==> config.mk <==
export PLATFORM = sky130hd
export DESIGN_NAME = execute_muldiv_unit_flat
export DESIGN_NICKNAME = d
export VERILOG_FILES = /design/src/rtl/execute_muldiv_unit_if.sv /design/src/rtl/execute_muldiv_unit.sv /design/src/flat_wrapper.sv
export SDC_FILE = /design/constraint.sdc
export NUM_CORES = 2
export LEC_CHECK = 0
export ABC_AREA = 1
export CORE_MARGIN = 2
export CORE_UTILIZATION = 55
export CTS_BUF_LIST = sky130_fd_sc_hd__clkbuf_4 sky130_fd_sc_hd__clkbuf_8 sky130_fd_sc_hd__clkbuf_16
export DETAILED_ROUTE_END_ITERATION = 8
export DONT_BUFFER_PORTS = 1
export PLACE_DENSITY = 0.7
export SLEW_MARGIN = 30
export SYNTH_ARGS = -nofsm -noshare
export SYNTH_HDL_FRONTEND = slang
export SYNTH_SLANG_ARGS = --single-unit
==> constraint.sdc <==
create_clock -name clk -period 9.7 [get_ports clk]
set_input_delay 1.94 -clock clk [delete_from_list [all_inputs] [get_ports clk]]
set_output_delay 1.94 -clock clk [all_outputs]
set_load 0.03 [all_outputs]
==> src/rtl/execute_muldiv_unit_if.sv <==
// Execute-stage M-extension handshake: pipeline drives the op and operands,
// the unit answers with a combinational stall, a one-cycle done and the result.
interface execute_muldiv_unit_if #(
    parameter int DATA_WIDTH = 32
);
    logic                  flush;
    logic                  start;
    logic [2:0]            op;
    logic [DATA_WIDTH-1:0] opa;
    logic [DATA_WIDTH-1:0] opb;
    logic                  stall;
    logic                  done;
    logic [DATA_WIDTH-1:0] result;

    modport master (
        output flush, start, op, opa, opb,
        input  stall, done, result
    );

    modport slave (
        input  flush, start, op, opa, opb,
        output stall, done, result
    );
endinterface

==> src/rtl/execute_muldiv_unit.sv <==
// RV32M multiply/divide: MUL* holds EX 3 cycles, DIV* 34 (2 on div-by-zero/overflow).
// Backpressure is a combinational stall to the hazard unit; it drops on the done cycle.
module execute_muldiv_unit #(
    parameter int DATA_WIDTH = 32
) (
    input  logic                 clk,
    input  logic                 reset,
    execute_muldiv_unit_if.slave bus
);
    localparam int W  = DATA_WIDTH;
    localparam int CW = $clog2(W);

    typedef enum logic [1:0] {IDLE, MUL, DIV, DONE} state_t;

    state_t          state;
    state_t          state_nxt;

    logic [1:0]      op_q;
    logic [W:0]      mul_a;
    logic [W:0]      mul_b;
    logic [W-1:0]    dvd;
    logic [W-1:0]    dvs;
    logic [W-1:0]    rem;
    logic [CW-1:0]   cnt;
    logic            q_neg;
    logic            r_neg;
    logic            done_q;
    logic [W-1:0]    result_q;

    logic            accept;
    logic            div_signed;
    logic            div_by_zero;
    logic            div_ovf;
    logic            a_signed;
    logic            b_signed;
    logic            cnt_last;
    logic [2*W-1:0]  ext_a;
    logic [2*W-1:0]  ext_b;
    logic [2*W-1:0]  product;
    logic [W:0]      trial;
    logic            ge;
    logic [W-1:0]    rem_sub;
    logic [W-1:0]    rem_nxt;
    logic [W-1:0]    dvd_nxt;
    logic [W-1:0]    q_fin;
    logic [W-1:0]    r_fin;

    assign accept      = (state == IDLE) && bus.start && !bus.flush;
    assign div_signed  = ~bus.op[0];
    assign div_by_zero = (bus.opb == '0);
    assign div_ovf     = div_signed && (bus.opa == {1'b1, {(W-1){1'b0}}}) && (bus.opb == '1);
    assign a_signed    = (bus.op == 3'b001) || (bus.op == 3'b010);
    assign b_signed    = (bus.op == 3'b001);
    assign cnt_last    = (cnt == CW'(W - 1));

    // Operands are held 33-bit sign/zero-extended so one signed multiply covers all four ops.
    assign ext_a   = {{(W-1){mul_a[W]}}, mul_a};
    assign ext_b   = {{(W-1){mul_b[W]}}, mul_b};
    assign product = ext_a * ext_b;

    // The shifted partial remainder needs one extra bit when the divisor exceeds 2^31.
    assign trial   = {rem, dvd[W-1]};
    assign ge      = (trial >= {1'b0, dvs});
    assign rem_sub = trial[W-1:0] - dvs;
    assign rem_nxt = ge ? rem_sub : trial[W-1:0];
    assign dvd_nxt = {dvd[W-2:0], ge};
    assign q_fin   = q_neg ? -dvd_nxt : dvd_nxt;
    assign r_fin   = r_neg ? -rem_nxt : rem_nxt;

    always_ff @(posedge clk) begin
        if (reset) state <= IDLE;
        else       state <= state_nxt;
    end

    always_comb begin
        state_nxt = state;
        case (state)
            IDLE: begin
                if (accept) begin
                    if (!bus.op[2])                  state_nxt = MUL;
                    else if (div_by_zero || div_ovf) state_nxt = DONE;
                    else                             state_nxt = DIV;
                end
            end
            MUL:     state_nxt = DONE;
            DIV:     if (cnt_last) state_nxt = DONE;
            DONE:    state_nxt = IDLE;
            default: state_nxt = IDLE;
        endcase
        if (bus.flush) state_nxt = IDLE;
    end

    always_comb begin
        bus.stall = !reset && !bus.flush &&
                    (((state == IDLE) && bus.start) || (state == MUL) || (state == DIV));
    end

    assign bus.done   = done_q;
    assign bus.result = result_q;

    always_ff @(posedge clk) begin
        if (reset) begin
            op_q     <= '0;
            mul_a    <= '0;
            mul_b    <= '0;
            dvd      <= '0;
            dvs      <= '0;
            rem      <= '0;
            cnt      <= '0;
            q_neg    <= 1'b0;
            r_neg    <= 1'b0;
            done_q   <= 1'b0;
            result_q <= '0;
        end else begin
            done_q <= 1'b0;
            if (!bus.flush) begin
                case (state)
                    IDLE: begin
                        if (bus.start) begin
                            op_q <= bus.op[1:0];
                            if (!bus.op[2]) begin
                                mul_a <= {a_signed & bus.opa[W-1], bus.opa};
                                mul_b <= {b_signed & bus.opb[W-1], bus.opb};
                            end else if (div_by_zero) begin
                                result_q <= bus.op[1] ? bus.opa : '1;
                                done_q   <= 1'b1;
                            end else if (div_ovf) begin
                                result_q <= bus.op[1] ? '0 : bus.opa;
                                done_q   <= 1'b1;
                            end else begin
                                dvd   <= (div_signed && bus.opa[W-1]) ? -bus.opa : bus.opa;
                                dvs   <= (div_signed && bus.opb[W-1]) ? -bus.opb : bus.opb;
                                rem   <= '0;
                                cnt   <= '0;
                                q_neg <= div_signed && (bus.opa[W-1] ^ bus.opb[W-1]);
                                r_neg <= div_signed && bus.opa[W-1];
                            end
                        end
                    end
                    MUL: begin
                        result_q <= (op_q == 2'b00) ? product[W-1:0] : product[2*W-1:W];
                        done_q   <= 1'b1;
                    end
                    DIV: begin
                        dvd <= dvd_nxt;
                        rem <= rem_nxt;
                        cnt <= cnt + 1'b1;
                        if (cnt_last) begin
                            result_q <= op_q[1] ? r_fin : q_fin;
                            done_q   <= 1'b1;
                        end
                    end
                    default: ;
                endcase
            end
        end
    end
endmodule
==> src/flat_wrapper.sv <==
// flat-port wrapper written by rule: the top's interface ports become plain ports
module execute_muldiv_unit_flat 
#(
    parameter int DATA_WIDTH = 32
)
  (clk, reset, bus_flush, bus_start, bus_op, bus_opa, bus_opb, bus_stall, bus_done, bus_result);
  execute_muldiv_unit_if #(.DATA_WIDTH(DATA_WIDTH)) bus_i ();
  input  logic clk;
  input  logic reset;
  input wire logic [$bits(bus_i.flush)-1:0] bus_flush;
  input wire logic [$bits(bus_i.start)-1:0] bus_start;
  input wire logic [$bits(bus_i.op)-1:0] bus_op;
  input wire logic [$bits(bus_i.opa)-1:0] bus_opa;
  input wire logic [$bits(bus_i.opb)-1:0] bus_opb;
  output wire logic [$bits(bus_i.stall)-1:0] bus_stall;
  output wire logic [$bits(bus_i.done)-1:0] bus_done;
  output wire logic [$bits(bus_i.result)-1:0] bus_result;
  assign bus_i.flush = bus_flush;
  assign bus_i.start = bus_start;
  assign bus_i.op = bus_op;
  assign bus_i.opa = bus_opa;
  assign bus_i.opb = bus_opb;
  assign bus_stall = bus_i.stall;
  assign bus_done = bus_i.done;
  assign bus_result = bus_i.result;
  execute_muldiv_unit #(.DATA_WIDTH(DATA_WIDTH)) u_core (.clk(clk), .reset(reset), .bus(bus_i));
endmodule
==> impl_metrics.ini <==
[outcome]
status = completed

[clock_tree]
cts_sinks = 206
cts_inserted_buffers = 27
clock_path_buffers = 3
cts_setup_buffers = 0
insertion_delay_ns = 0.60
h-tree-depth = 1
cts-resized-gates = 0
cts_root_buffer = clkbuf_16
clk_pin_slew_ns = 0.08
cts_tree = done
postCtsHoldBufs = 0

[timing]
clock_skew_ns = 0.04034
max_slew_margin = 0.2672
final.setup.tns_ns = 0
hold_violations = 0
worst_pin_slew_ns = 1.098
fin_crit_sh = 0.9277
finalCriticalPeriod_ns = 8.998
rsz0062_at_grt = false
report.final.slew_viol_count = 0
fmax_ghz = 0.1111
setup_violations = 0
fin_ws_ns = 0.7016

[critical_path]
arrival_ns = 9.48
cp-startpoint = u_core.mul_b[7]
critPathMaxFanout = 14
cpMaxStageDelayCell = dfxtp_1
cp_top_family = adder cells
end_kind = flop
reg2reg_from = u_core.mul_b[7]
start_kind = flop
worstPathRequired_ns = 10.19
path_buf_inv = 8
path_class = flop to flop
max_stage_delay_ns = 0.87

[final_layout]
num_antenna_cells = 0
fin_cells = 8747
layout_common_cells = 2058 x inv_1, 1929 x nand2_1, 1126 x fa_1, 363 x nor2_1, 313 x a21oi_1
finish.utilization = 0.5759
drive_above_1_share = 0.04256
area_delta_synth_final_pct = 3.802
layout_commonest_cell = inv_1
finalNetCount = 8881

[pwr]
switching_power_uw = 1962
total_leakage_power_uw = 0.03316
finalPower_uw = 4092
power_frac_seq = 0.237
clkPwrFrac = 0.262
p_int_uw = 2130
swShare = 0.4796
pwr-share-comb = 0.501
powerDensity_nw_per_um2 = 71.05
ir_drop_v = 0.0001168

[floorplan]
chipWidth_microns = 321.6
std_cell_rows = 116
initial_core_util = 0.5548
dieArea_sq_um = 103400
die_h_microns = 321.6
pin_count = 105
core_sq_um = 100000

[global_routing]
grt_usage = 0.3617
antenna_found_initial = 2
grt_max_degree = 106
grt-ovfl-total = 0
grt_pass1_vias = 49270
grt_pass1_wl_microns = 286900

[detailed_routing]
drt_iter0_drc = 3975
via_count = 47620
post-route-drc-count = 0
viasPerCell = 5.444
wl_per_cell_microns = 20.76
drt_first_pass_iters = 6
ant_nets = 0
drt-total-wl_microns = 181600

[logic_synthesis]
synthFlopType = dfxtp_1
syn-num-nets = 9107
async_reset_ff_frac = 0
postSynthCellCount = 7655
synth-edff-count = 0
synth-seq-area-share = 0.07433
syn-mean-instance-area_sq_um = 7.248
synth_top_cell_by_area = fa_1
synthesis.area_sq_um = 55480
yosysWarnings = 0
synth_top_area_frac = 0.4063
synthTopCellsByArea = fa_1 41%, inv_1 14%, nand2_1 13%
synth_cell_types = 60
ys_ff_latch = 206

[placement]
dpl.hpwl_microns = 150400
dpl.cell_count = 8698
globalplace.congestion = 1.070
dp_slack_ns = 0.8599
io_buffers = 0

[hold_path]
min-delay-start = u_core.dvs[26]
hp-class = flop to flop

[flow_run]
drv_cap = 0
==> area by class of cell <==
cell class	count	area, sq um
inverter	2077	7796
timing repair buffer	135	1071
clock buffer	34	759.5
sequential	206	4131
tap	1298	1624
fill	9502	42410
multi-input combinational	4982	42050
clock inverter	15	157.7
==> worst register-to-register path, delay by kind of cell (launching register included) <==
family / cells / cell delay (ns)
buffers and inverters: 8 / 1.29
flip-flops: 1 / 0.87
AO/OA/AOI/OAI: 4 / 0.52
AND/OR/NAND/NOR: 8 / 1.38
adder cells (fa/ha/maj): 9 / 4.68
XOR/XNOR: 1 / 0.18
==> power by group through the flow <==
stage / clock, uW / sequential (uW) / combinational [uW]
after global routing: 1110 / 975 / 2270
after global placement: 0 / 984 / 1990
after detailed placement: 0 / 985 / 2010
after floorplan: 0 / 923 / 1430
after CTS: 1080 / 967 / 2020
final: 1070 / 971 / 2050
==> cell usage after synthesis, types with 6 or more instances <==
| library cell | instances |
|---|---|
| nor2_2 | 18 |
| or2_2 | 28 |
| xor2_1 | 81 |
| o21a_1 | 10 |
| dfxtp_1 | 206 |
| xnor2_1 | 36 |
| a221oi_1 | 8 |
| buf_2 | 19 |
| nand2_2 | 29 |
| inv_2 | 12 |
| a21oi_1 | 314 |
| inv_1 | 2060 |
| nand3_1 | 191 |
| o21ai_1 | 9 |
| o21bai_1 | 12 |
| nor3_1 | 43 |
| a21o_1 | 11 |
| ha_1 | 255 |
| a31oi_1 | 64 |
| nand2_1 | 1931 |
| and2_1 | 6 |
| fa_1 | 1126 |
| nand4_1 | 35 |
| o211ai_1 | 12 |
| nand3b_1 | 22 |
| o21ai_0 | 291 |
| clkbuf_1 | 354 |
| buf_1 | 6 |
| nor2_4 | 6 |
| nor4_1 | 20 |
| nor2_1 | 368 |
==> sequential cells by signal (all words and copies together), names as in the netlist, 2 cells and up <==
signal             flops
u_core.rem            32
u_core.bus.result     32
u_core.mul_b          33
u_core.dvd            32
u_core.op_q            2
u_core.cnt             5
u_core.mul_a          33
u_core.state           2
u_core.dvs            32
==> per-layer routing <==
layer | vias to the layer above | track usage | share of wire | wire [microns]
li1 | 21690 | - | - | -
met1 | 23410 | 0.4830 | 0.40 | 72070
met2 | 2083 | 0.5913 | 0.47 | 84940
met3 | 434 | 0.04798 | 0.082 | 14890
met4 | 2 | 0.1585 | 0.054 | 9721
met5 | - | 0 | 0.000077 | 14
==> worst paths after layout <==
check                                              to  slack, ns  cells past startpoint
worst max-delay path            u_core.bus.result[31]       0.70                     30
worst min-delay path                   u_core.dvs[26]       0.47                      2
worst max register to register  u_core.bus.result[31]       0.70                     30
worst min register to register         u_core.dvs[26]       0.47                      2
==> metrics by stage <==
stage               cell area [sq um]  hold WS [ns]
floorplan                       55480        0.4301
global placement                56640        0.4551
detailed placement              56670        0.4605
CTS                             57590        0.4695
global route                    57590        0.4995
finish                          57590        0.4692
==> cells by family (layout without fill, tap and decap cells) <==
| logic type | Yosys count | count (layout) | share of synthesized area |
|---|---|---|---|
| and+or+nand+nor | 2720 | 2720 | 0.1999 |
| adders and majority gates | 1384 | 1384 | 0.4643 |
| xor gates and xnor gates | 117 | 117 | 0.01847 |
| DFF | 206 | 206 | 0.07433 |
| buffers and inverters | 2467 | 2261 | 0.1685 |
| AOI/OAI and AO/OA | 761 | 761 | 0.07451 |
(Power assumes the default switching activity.)
